[config.mk]
export PLATFORM = sky130hd
export DESIGN_NAME = prescaler_ctrl
export DESIGN_NICKNAME = d
export VERILOG_FILES = /design/src/rtl/prescaler_ctrl.sv
export SDC_FILE = /design/constraint.sdc
export NUM_CORES = 1
export LEC_CHECK = 0
export CAP_MARGIN = 10
export CORE_MARGIN = 5
export CORE_UTILIZATION = 57
export CTS_CLUSTER_SIZE = 40
export DETAILED_ROUTE_END_ITERATION = 12
export GPL_ROUTABILITY_DRIVEN = 0
export GPL_TIMING_DRIVEN = 0
export PLACE_DENSITY_LB_ADDON = 0.08
export SLEW_MARGIN = 10
export SYNTH_ARGS = -nofsm -noshare
export SYNTH_HDL_FRONTEND = slang
export SYNTH_SLANG_ARGS = --single-unit
export TNS_END_PERCENT = 5
[constraint.sdc]
create_clock -name clk_in -period 3.2 [get_ports clk_in]
set_clock_uncertainty 0.05 [all_clocks]
set_input_delay 0.96 -clock clk_in [delete_from_list [all_inputs] [get_ports clk_in]]
set_output_delay 0.96 -clock clk_in [all_outputs]
set_load 0.05 [all_outputs]
[src/rtl/prescaler_ctrl.sv]
`default_nettype none
// +--------------------------------------------------------------------------+
// | prescaler_ctrl : programmable clock-enable tick generator with config     |
// |   handshake, start/stop, one-shot/periodic modes and a wrapping tick count.|
// |   Optional clk_out square wave when PRESCALER_CTRL_CLKOUT_EN is defined.  |
// | Revision: 1.0                                                             |
// +--------------------------------------------------------------------------+
module prescaler_ctrl #(
  parameter int N  = 22,
  parameter int TW = 8
) (
  input  logic          clk_in,
  input  logic          rstn,
  input  logic          cfg_valid,
  output logic          cfg_ready,
  input  logic [N-1:0]  cfg_div,
  input  logic          cfg_periodic,
  input  logic          start,
  input  logic          stop,
  output logic          busy,
  output logic          tick,
  output logic          done,
  output logic [TW-1:0] tick_cnt
`ifdef PRESCALER_CTRL_CLKOUT_EN
  ,
  output logic          clk_out
`endif
);

  localparam logic [N-1:0]  c_one_n  = {{(N-1){1'b0}}, 1'b1};
  localparam logic [TW-1:0] c_one_tw = {{(TW-1){1'b0}}, 1'b1};

  typedef enum logic [1:0] {
    S_IDLE = 2'd0,
    S_RUN  = 2'd1,
    S_DONE = 2'd2
  } state_t;

  state_t        r_state;
  state_t        w_state_nxt;
  logic [N-1:0]  r_period;
  logic          r_periodic;
  logic [N-1:0]  r_cnt;
  logic [N-1:0]  w_cnt_nxt;
  logic [N-1:0]  w_last;
  logic          w_cfg_xfer;
  logic          w_tick_nxt;
  logic [TW-1:0] w_tcnt_nxt;

  assign w_cfg_xfer = cfg_valid && (r_state != S_RUN);
  assign w_last     = r_period - c_one_n;
  assign cfg_ready  = (r_state != S_RUN);

  always_ff @(posedge clk_in or negedge rstn) begin
    if (!rstn) begin
      r_period   <= c_one_n;
      r_periodic <= 1'b0;
    end else if (w_cfg_xfer) begin
      r_period   <= (cfg_div == '0) ? c_one_n : cfg_div;
      r_periodic <= cfg_periodic;
    end
  end

  // Priority inside RUN: stop, then retrigger, then expiry.
  always_comb begin
    w_state_nxt = r_state;
    w_cnt_nxt   = r_cnt;
    w_tick_nxt  = 1'b0;
    w_tcnt_nxt  = tick_cnt;
    case (r_state)
      S_RUN: begin
        if (stop) begin
          w_state_nxt = S_IDLE;
          w_cnt_nxt   = '0;
        end else if (start) begin
          w_cnt_nxt   = '0;
        end else if (r_cnt == w_last) begin
          w_cnt_nxt   = '0;
          w_tick_nxt  = 1'b1;
          w_tcnt_nxt  = tick_cnt + c_one_tw;
          if (!r_periodic) begin
            w_state_nxt = S_DONE;
          end
        end else begin
          w_cnt_nxt   = r_cnt + c_one_n;
        end
      end
      default: begin
        if (stop) begin
          w_state_nxt = S_IDLE;
        end else if (start) begin
          w_state_nxt = S_RUN;
          w_cnt_nxt   = '0;
          w_tcnt_nxt  = '0;
        end else if (w_cfg_xfer) begin
          w_state_nxt = S_IDLE;
        end
      end
    endcase
  end

  always_ff @(posedge clk_in or negedge rstn) begin
    if (!rstn) begin
      r_state  <= S_IDLE;
      r_cnt    <= '0;
      tick     <= 1'b0;
      busy     <= 1'b0;
      done     <= 1'b0;
      tick_cnt <= '0;
    end else begin
      r_state  <= w_state_nxt;
      r_cnt    <= w_cnt_nxt;
      tick     <= w_tick_nxt;
      busy     <= (w_state_nxt == S_RUN);
      done     <= (w_state_nxt == S_DONE);
      tick_cnt <= w_tcnt_nxt;
    end
  end

`ifdef PRESCALER_CTRL_CLKOUT_EN
  logic r_clk_out;

  always_ff @(posedge clk_in or negedge rstn) begin
    if (!rstn) begin
      r_clk_out <= 1'b0;
    end else if (w_tick_nxt) begin
      r_clk_out <= ~r_clk_out;
    end
  end

  assign clk_out = r_clk_out;
`endif

endmodule
`default_nettype wire

==> flow_summary.yaml <==
outcome:
  run_status: "finished clean"
cells_and_area:
  sequential_cell_area_um2: 1460
  multiInputGateArea_um2: 2150
  mostFrequentLayoutCells: "54 x dfrtp_1, 38 x nand2_1, 38 x clkdlybuf4s50_1"
  antenna_cells_inserted: 0
  drive_gt1_frac: 0.197
  fin_nets: 468
  layout_commonest_cell: "dfrtp_1"
  fill_cells: 452
  syn2layout_area_growth_pct: 26.3
logic_synthesis:
  share_of_synthesized_flip_flops_with_an_asynchronous_set_or_reset: 1.00
  synth_enable_flop_cells: 0
  yosysSeqAreaShare: 0.406
  netlist_top_cells_area: "dfrtp_1 40%, mux2_2 7.2%, xnor2_1 5.6%"
  synth-main-ff-cell: "dfrtp_1"
  synth.net_count: 410
  proportion_of_netlist_area_held_by_the_largest_area_contributor: 0.399
  synth_cells: 379
  synthesis.yosys.warnings: 0
  synth.ff_latch_count: 58
  synth_cell_type_count: 59
  mean_cell_area_of_the_mapped_netlist_um2: 9.43
  mappedNetlistArea_um2: 3570
  post-synth-top-area-cell: "dfrtp_1"
sta:
  worst_pin_slew_ns: 0.743
  final_cycle_share: 0.994
  layout_setup_ws_ns: 0.0182
  report.final.slew_viol_count: 0
  finalHoldViolations: 0
  max-slew-margin-rel: 0.505
  max_clock_freq_mhz: 314
  grt_setup_unrepaired: "yes"
  final_critical_path_time_including_i_o_delays_and_setup_ns: 3.18
  setup_viol_count_final: 0
  setup_total_negative_slack_ns: 0
die:
  die_height_um: 89.2
  rows: 28
  die_area_um2: 7950
  coreArea_um2: 6030
  fp.dieW_um: 89.2
  floorplan.initialDensity: 0.593
  pin_count: 40
global_routing:
  gr-usage-met1: 0.313
  grt_use_met3: 0.0599
  first_global_vias: 3045
  antenna_found_initial: 0
  peak_usage_layer_in_the_global_routing_report: "met2"
  groute.usage.overall: 0.244
  maximum_number_of_pins_on_one_net_before_global_route_repair: 59
  grt.overflow.total: 0
  grt_pass1_wl_um: 14800
  grt_use_met2: 0.400
drt:
  routed_wirelength_um: 9290
  vias_per_inst: 6.13
  drt_drc_violations_left: 0
  routedWlPerCell_um: 18.0
  violation_count_after_the_first_detailed_route_iteration: 185
  total_via_count_after_detailed_routing: 3169
  drt-pass1-iter-count: 5
  ant_nets: 0
power_and_ir_drop:
  netSwitchingFraction: 0.287
  internal_power_mw: 1.39
  clock_power_share: 0.368
  ir_drop_mv: 0.406
  netSwitchingPower_mw: 0.559
  comb_power_share: 0.199
  seq_power_share: 0.433
  leakagePower_nw: 1.73
  power.density_nw_per_um2: 432
place:
  dpl_worst_slack_ns: -0.302
  detailedPlacementHpwl_um: 6500
  buffer_ports.inserted: 39
cts:
  cts_hold_repair.buffers: 0
  clk_latency_ns: 0.34
  cts.path.max_buffers: 2
  ctsHtreeMaxLevel: 3
  clock_tree_from_tritoncts: "yes"
  number_of_clock_buffers_inserted_by_tritoncts: 9
  ctsRootBufferMaster: "clkbuf_8"
  clock_sink_count: 58
  cts.reportedPaths.clkPinSlew_ns: 0.07
worst_setup_path:
  setup.worst_path.class: "reg2reg"
  critical_path_peak_fanout: 9
  category_of_the_worst_setup_path_launch_point: "register"
  worst_setup_path_end_kind: "register"
  cp_data_arrival_time_ns: 3.35
  cp_data_required_time_ns: 3.37
hold_path:
  timing.hold.worst.class: "reg2reg"
flow_run:
  maxCapViolCount: 0
## state kept, by name, indices dropped and copies added (netlist names)
register	count
busy	1
tick_cnt	8
r_cnt	22
tick	1
r_period	22
r_state	2
done	1
r_periodic	1
## per-layer routing
metal / vias up / wire (µm)
li1: 1512 / -
met1: 1532 / 3980
met2: 105 / 4580
met3: 20 / 528
met4: 0 / 198
met5: - / 0
## cells in the mapped netlist (all sizes together), types with 2 or more instances
library cell  number
nor2              19
o211a              2
or2                2
nand3             27
o311ai             5
and3               6
inv               13
dfrtp             57
mux2i              5
and2               6
nand4              5
a21o               2
mux2              23
nand2             38
o31ai              3
or3               11
o211ai             2
nor4b              3
ha                 3
a2bb2oi            3
o21ai             27
or4                4
and4               4
a21oi             13
nor4              12
xor2              12
a211oi             2
a2111oi            2
clkbuf             6
nor2b              2
a31oi              3
nor3               8
nor3b              2
buf                6
nand3b             2
nand2b             4
xnor2             23
## power by group through the flow
stage,combinational (mW),sequential (mW),clock [mW]
3_3_place_gp,0.331,0.856,0
5_1_grt,0.421,0.852,0.765
6_report,0.388,0.845,0.717
3_5_place_dp,0.340,0.858,0
2_1_floorplan,0.236,0.841,0
4_1_cts,0.353,0.847,0.724
## worst paths after layout
path	startpoint	end	slack, ns	cells past startpoint
setup / recovery	r_period[2]	r_cnt[5]	0.02	11
hold / removal	r_state[0]	done	0.47	1
setup reg to reg	r_period[2]	r_cnt[5]	0.02	11
hold reg to reg	r_state[0]	done	0.47	1
max in group asynchronous	rstn	r_period[6]	1.93	1
min in group asynchronous	rstn	tick_cnt[5]	0.62	1
## layout make-up
class	count	area share
multi-input cells	296	0.475
flip-flops and latches	58	0.323
repair buffers	48	0.105
clock buffers	14	0.0383
well taps	75	0.0208
plain buffers	11	0.0191
inverters	13	0.0108
clock inverters	2	0.00776
## cell families after synthesis
| family | Yosys count | share of synthesized area |
|---|---|---|
| AND/OR/NAND/NOR | 159 | 0.247 |
| AO/OA/AOI/OAI | 71 | 0.132 |
| flip-flops | 58 | 0.406 |
| XOR/XNOR | 35 | 0.0858 |
| multiplexers | 28 | 0.0865 |
| buffers and inverters | 25 | 0.0315 |
| adder cells (fa/ha/maj) | 3 | 0.0105 |
## critical path, stage by stage (launching register included)
cell,delay [ns]
dfrtp_1,0.37
buf_6,0.14
or4_4,0.50
or3_4,0.38
a2111oi_4,0.35
nand4b_1,0.21
nor4b_4,0.32
buf_6,0.18
a21o_1,0.18
buf_6,0.17
buf_8,0.12
o211ai_1,0.09
## through the flow
stage / hold WS (ns) / instance area (µm²) / total power [mW] / instances / utilization
detailed placement: 0.459 / 4060 / 1.20 / 493 / 0.673
CTS: 0.469 / 4340 / 1.92 / 510 / 0.720
global placement: 0.441 / 4060 / 1.19 / 493 / 0.674
floorplan: 0.393 / 3570 / 1.08 / 379 / -
global route: 0.489 / 4510 / 2.04 / 517 / 0.749
finish: 0.467 / 4510 / 1.95 / 517 / 0.749
## what timing repair did
item,CTS,global route
buffers inserted,2,5
gates cloned,0,2
gates resized for setup,12,45
pin swaps,3,14
endpoints found under the setup margin,31,28
No activity file was read; power rests on OpenSTA's default activity.
